--- src/rtl/zfomove_sprite_fetch.sv ---
// Pixel-fetch stage for the fighter "move" sprite: box hit test, mirroring,
// animation frame selection and sprite ROM addressing with a 2-clock latency.
module zfomove_sprite_fetch #(
   parameter int SPR_W      = 64,
   parameter int SPR_H      = 96,
   parameter int FRAMES     = 4,
   parameter int FRAME_HOLD = 6,
   parameter int ADDR_W     = 15
) (
   input  logic              clk,
   input  logic              rst_n,
   input  logic              frame_start,
   input  logic              anim_en,
   input  logic [9:0]        spr_x,
   input  logic [9:0]        spr_y,
   input  logic              face_left,
   input  logic              draw_en,
   input  logic [9:0]        draw_x,
   input  logic [9:0]        draw_y,
   output logic [ADDR_W-1:0] rom_addr,
   input  logic [3:0]        rom_q,
   output logic [3:0]        pal_index,
   output logic              pix_valid
);

   localparam int COL_W   = $clog2(SPR_W);
   localparam int FRAME_W = (FRAMES > 1) ? $clog2(FRAMES) : 1;
   localparam int HOLD_W  = (FRAME_HOLD > 1) ? $clog2(FRAME_HOLD) : 1;

   logic [9:0]         lx;
   logic [9:0]         ly;
   logic               lface;
   logic [HOLD_W-1:0]  hold_cnt;
   logic [FRAME_W-1:0] frame_idx;
   logic [10:0]        dx;
   logic [10:0]        dy;
   logic               hit;
   logic               hit_d1;
   logic [COL_W-1:0]   col;
   logic [ADDR_W-1:0]  addr_next;

   // Zero-extended subtraction: a negative offset sets bit 10, so a pixel
   // left of or above the box can never alias into it.
   assign dx  = {1'b0, draw_x} - {1'b0, lx};
   assign dy  = {1'b0, draw_y} - {1'b0, ly};
   assign hit = draw_en & ~dx[10] & (dx[9:0] < 10'(SPR_W))
                        & ~dy[10] & (dy[9:0] < 10'(SPR_H));

   assign col = lface ? (COL_W'(SPR_W - 1) - dx[COL_W-1:0]) : dx[COL_W-1:0];

   assign addr_next = ADDR_W'(frame_idx) * ADDR_W'(SPR_W * SPR_H)
                    + ADDR_W'(dy[9:0]) * ADDR_W'(SPR_W)
                    + ADDR_W'(col);

   // Shadow copies and animation counters only move at frame_start, so a
   // pixel drawn in the same cycle still sees the previous frame's values.
   always_ff @(posedge clk or negedge rst_n) begin
      if (!rst_n) begin
         lx        <= '0;
         ly        <= '0;
         lface     <= 1'b0;
         hold_cnt  <= '0;
         frame_idx <= '0;
      end else if (frame_start) begin
         lx    <= spr_x;
         ly    <= spr_y;
         lface <= face_left;
         if (!anim_en) begin
            hold_cnt  <= '0;
            frame_idx <= '0;
         end else if (hold_cnt == HOLD_W'(FRAME_HOLD - 1)) begin
            hold_cnt <= '0;
            if (frame_idx == FRAME_W'(FRAMES - 1))
               frame_idx <= '0;
            else
               frame_idx <= frame_idx + 1'b1;
         end else begin
            hold_cnt <= hold_cnt + 1'b1;
         end
      end
   end

   // Address is held on misses so the ROM sees no spurious activity.
   always_ff @(posedge clk or negedge rst_n) begin
      if (!rst_n) begin
         rom_addr  <= '0;
         hit_d1    <= 1'b0;
         pal_index <= 4'd0;
         pix_valid <= 1'b0;
      end else begin
         if (hit)
            rom_addr <= addr_next;
         hit_d1    <= hit;
         pal_index <= hit_d1 ? rom_q : 4'd0;
         pix_valid <= hit_d1 & (rom_q != 4'd0);
      end
   end

endmodule

--- config.mk ---
export PLATFORM = sky130hd
export DESIGN_NAME = zfomove_sprite_fetch
export DESIGN_NICKNAME = d
export VERILOG_FILES = /design/src/rtl/zfomove_sprite_fetch.sv
export SDC_FILE = /design/constraint.sdc
export NUM_CORES = 1
export LEC_CHECK = 0
export ABC_AREA = 1
export CAP_MARGIN = 20
export CORE_UTILIZATION = 55
export CTS_BUF_LIST = sky130_fd_sc_hd__clkbuf_8 sky130_fd_sc_hd__clkbuf_16
export DETAILED_ROUTE_END_ITERATION = 7
export PLACE_DENSITY = 0.85
export SLEW_MARGIN = 0
export SYNTH_ARGS = -nofsm -noshare
export SYNTH_HDL_FRONTEND = slang
export SYNTH_SLANG_ARGS = --single-unit
--- constraint.sdc ---
create_clock -name clk -period 6.4 [get_ports clk]
set_input_delay 1.28 -clock clk [delete_from_list [all_inputs] [get_ports clk]]
set_output_delay 1.28 -clock clk [all_outputs]
set_load 0.1 [all_outputs]
* Word level (Yosys, flattened, before mapping)
Cells that the tools add are included.
Cells by class: eq/ne operators 3, bitwise operators 7, reduce and logical (&&, ||, !) cells 2, $lt $le $gt $ge 2, $mul 1, add/sub/neg operators 7, muxes and demuxes 7
Operators with widths (number):
- 10-bit by 10-bit subtractor with 11-bit output | 2
- 10-bit by 7-bit < comparator with 1-bit output (second input constant) | 2
- 15-bit adder | 1
- 15-bit by 6-bit adder with 15-bit output | 1
- 2-bit two-way mux | 3
- 3-bit two-way mux | 2
- 6-bit two-way mux | 1
- 6-bit subtractor (first input constant) | 1
- 1-bit AND | 5
- 2-bit by 2-bit multiplier with 4-bit output (second input constant) | 1
- 4-bit two-way mux | 1
- 4-bit nonzero test | 1
- 3-bit by 1-bit adder with 3-bit output (second input constant) | 1
- 3-bit equality test (second input constant) | 1
- 2-bit by 1-bit adder with 2-bit output (second input constant) | 1
- 2-bit equality test (second input constant) | 1
- 2-bit by 1-bit inequality test with 1-bit output (second input constant) | 1
- 1-bit inverter | 2
- 2-bit AND reduction | 1
Storage, ports and cells: output and inout port bits 20, bits in registers 47, logic and storage cells 38, bits of input ports 50

* Longest topological paths before layout
depth in word-level cells 6, depth in mapped cells 20, depth with buffers taken out 20

* Least setup slack after synthesis
OpenSTA, ideal clock, no wires.
kind in2reg, start point input draw_y[0], end point register rom_addr[13], slack 3121 ps, required time 6287 ps, path buffers 0, arrival time 3166 ps, setup time 113 ps, stages 15, cell sequence inv_1 > ha_1 > inv_1 > fa_1 > nand2_1 > nand2_2 > nand3b_4 > nand3_1 > nand2_2 > inv_1 > fa_1 > xor2_1 > nand4_1 > nand2_1 > inv_1
Between the ends: cells in the longest elaborated chain, start to end 4, elaborated cells on any way between the ends 7, those cells by class add/sub: 3; order compare: 1; bitwise: 3
RTL lines:
- from (decl) | line 19 | input logic [9:0] draw_y,
- 10-bit by 10-bit subtractor with 11-bit output * | line 45 | assign dy = {1'b0, draw_y} - {1'b0, ly};
- parallel branches: the longest is 3 deep, another holds 15-bit adder
- to (signal assigned) | line 92 | rom_addr <= addr_next;
- to (decl) | line 20 | output logic [ADDR_W-1:0] rom_addr,
Mark *: on every way between the ends. A chain may end at the register's enable or synchronous reset.

* Final worst setup path
start point input draw_x[0], end point register rom_addr[5]
Between the ends: cells in the longest elaborated chain, start to end 6, elaborated cells on any way between the ends 10, those cells by class add/sub: 3; order compare: 1; mux: 1; bitwise: 5
RTL lines:
- from (decl) | line 18 | input logic [9:0] draw_x,
- 10-bit by 10-bit subtractor with 11-bit output * | line 44 | assign dx = {1'b0, draw_x} - {1'b0, lx};
- parallel branches: the longest is 5 deep, another holds 15-bit by 6-bit adder with 15-bit output
Marks and branches as above.

==> results.yml <==
drt:
  viasPerCell: 4.95
  maxUsedRoutingLayer: "met4"
  post_drt_wl_per_cell_microns: 12.1
  wl_met3_microns: 365
  drc: 0
  ant_nets: 0
  drt_iter0_drc: 132
  drt_wl_total_microns: 7240
  firstDrtPassIters: 4
  dr_wl_met2_microns: 3530
  met1_length_microns: 3230
  num_vias: 2957
finish:
  drive_gt1_share_pct: 6.48
  layout_commonest_cell: "nand2_1"
  fin_nets: 604
  area_growth_pct: 27.0
  num_antenna_cells: 0
  fin_cells: 597
  fillers: 454
  final_cell_mix: "nand2_1 (153), inv_1 (78), clkdlybuf4s50_1 (68), dfrtp_1 (47), ha_1 (26)"
setup_path:
  path_common_cell: "nand2_1"
  crit_required_ns: 6.60
  cp.arrival_ns: 3.84
  end_kind: "flip-flop"
  slowest_stage: "clkdlybuf4s50_1"
  critical-path-top-delay-family: "simple AND/OR/NAND/NOR gates"
  worstSetupPathType: "input port to flip-flop"
  worst-path-buf-inv: 3
  max_stage_delay_ns: 0.47
  cp_cell_sequence: "clkdlybuf4s50_1 > inv_1 > ha_1 > fa_1 > inv_1 > nand2_1 > nand2_1 > nand3_1 > nand2_1 > nor2_1 > nor2_1 > nand3_2 > nor3_4 > nand2_4 > nand2_1 > nand2_1"
  start_kind: "input port"
  path_max_fanout: 10
placed_design:
  place_hpwl_microns: 5780
  io_buffers: 69
  gp_congestion: 0.852
  dp_slack_ns: 2.43
  dpl.cell_count: 589
worst_hold_path:
  worstHoldPathType: "flip-flop to flip-flop"
timing:
  clock-skew-final_ns: 0.00557
  hold_viol_final: 0
  fin_tns_setup_ns: 0
  rsz0062_at_grt: "no"
  worstMarginPinSlew_ns: 0.974
  slew_violations: 0
  final-setup-viol-count: 0
  max_slew_margin_pct: 34.9
  period_share_pct: 56.8
  setup_ws_ns: 2.76
  fmax_mhz: 275
  fin_crit_ns: 3.64
clock_network:
  cts_buffers: 5
  cts_root_buf: "clkbuf_8"
  ctsLongestPathBuffers: 2
  clk_latency_ns: 0.30
  cts.repair.resized: 0
  cts_sinks: 47
  hold_buffers: 0
  post_cts_buffers: 0
  cts.clk_slew.worst_paths_ns: 0.08
  htree_levels: 2
  cts_tree: "done"
global_routing:
  grt_pass1_vias: 2842
  grt_pass1_wl_microns: 12400
  antenna_found_initial: 0
  globalRouteTotalUtil_pct: 25.4
  grt_max_degree: 48
  overflow: 0
floorplan:
  die_x_microns: 79.6
  start_util_pct: 58.8
  fp-row-count: 27
  core_sq_mm: 0.00564
  top_level_ports: 70
  die_h_microns: 79.6
  dieArea_sq_mm: 0.00634
synth:
  synth.avg_cell_area_sq_um: 7.32
  synth-seq-cells: 47
  yosysSeqAreaShare_pct: 35.5
  synth_fp_nets: 532
  yosysTopAreaCell: "dfrtp_1"
  synth.area.top_cells: "dfrtp_1 (35%), nand2_1 (17%), ha_1 (9.8%)"
  synthesis.area_sq_mm: 0.00332
  synth.distinct_cells: 32
  syn_inst: 453
  yosysWarnings: 0
  netlist.area_leader.share_pct: 35.5
power_and_ir_drop:
  p_per_area_mw_per_mm2: 218
  leakagePower_nw: 2.27
  ir_drop_mv: 0.120
  finalPower_w: 0.000916
status:
  outcome: "finished clean"
job:
  cap_viol_max_count: 0
-- worst paths after layout --
kind / startpoint / endpoint / slack, ns / depth (start not counted)
max: draw_x[0] / rom_addr[5] / 2.76 / 16
min: rom_addr[8] / rom_addr[8] / 0.48 / 2
max reg2reg: ly[0] / rom_addr[13] / 3.83 / 14
min reg2reg: rom_addr[8] / rom_addr[8] / 0.48 / 2
max in group asynchronous: rst_n / rom_addr[0] / 4.93 / 2
min in group asynchronous: rst_n / rom_addr[4] / 0.96 / 1
-- area by class of cell --
class | instances | area [sq um] | area share [%]
repair buffers | 71 | 721 | 17.1
clock buffers | 5 | 68.8 | 1.63
multi-input cells | 318 | 1810 | 43.0
flip-flops and latches | 47 | 1180 | 27.9
well taps | 72 | 90.1 | 2.14
clock inverters | 2 | 37.5 | 0.892
inverters | 82 | 308 | 7.31
-- cells in the mapped netlist (all sizes together) --
cell    instances
nor3            4
nor3b           2
or2             2
and3            1
ha             26
fa              3
o41a            1
nand3b          8
inv            82
xnor2           5
a21oi          12
o22ai           1
a31oi           2
nand3          26
o21ai          20
nor2           26
nand4           8
xor2            9
clkbuf          6
nand2         158
o21bai          4
dfrtp          47
-- where the power goes --
| part | switching [W] | leakage, nW | internal (W) |
|---|---|---|---|
| Clock | 0.000102 | 0.0502 | 0.000114 |
| Sequential | 0.0000156 | 0.583 | 0.000322 |
| Combinational | 0.000229 | 1.63 | 0.000134 |
| Total | 0.000347 | 2.27 | 0.000569 |
-- worst register-to-register path, stage by stage, from the launching register on --
cell and delay [ns]:
dfrtp_1 0.41, ha_1 0.21, inv_1 0.07, fa_1 0.43, nand2_1 0.11, nand2_2 0.09
nand3b_4 0.08, nand3_1 0.08, nand2_2 0.11, inv_1 0.07, fa_1 0.43, xor2_1 0.16
nand4_1 0.11, nand2_1 0.09, inv_1 0.04
-- logic make-up after synthesis --
kind of cell	Yosys count	share of synthesized area [%]
simple gates	235	32.5
flops	47	35.5
fa+ha+maj	29	11.6
compound gates	40	6.75
buf+inv	88	9.96
xor+xnor	14	3.70
-- metrics by stage --
| stage | hold slack (ns) | utilization (%) | instance area, sq um |
|---|---|---|---|
| 2_1_floorplan | 0.446 | - | 3320 |
| 3_3_place_gp | 0.456 | 72.3 | 4080 |
| 3_5_place_dp | 0.464 | 72.3 | 4080 |
| 4_1_cts | 0.484 | 74.1 | 4180 |
| 5_1_grt | 0.505 | 74.6 | 4210 |
| 6_report | 0.479 | 74.6 | 4210 |
-- metal layers --
layer	track usage (%)	vias to the layer above
li1	-	1551
met1	32.0	1315
met2	44.8	80
met3	3.54	11
met4	7.64	0
met5	0	-
-- state kept, by name (all words and copies together), names as in the netlist --
name	flops
rom_addr	15
lface	1
ly	10
frame_idx	2
lx	10
hit_d1	1
hold_cnt	3
pal_index	4
pix_valid	1
No activity file was read; power rests on OpenSTA's default activity.
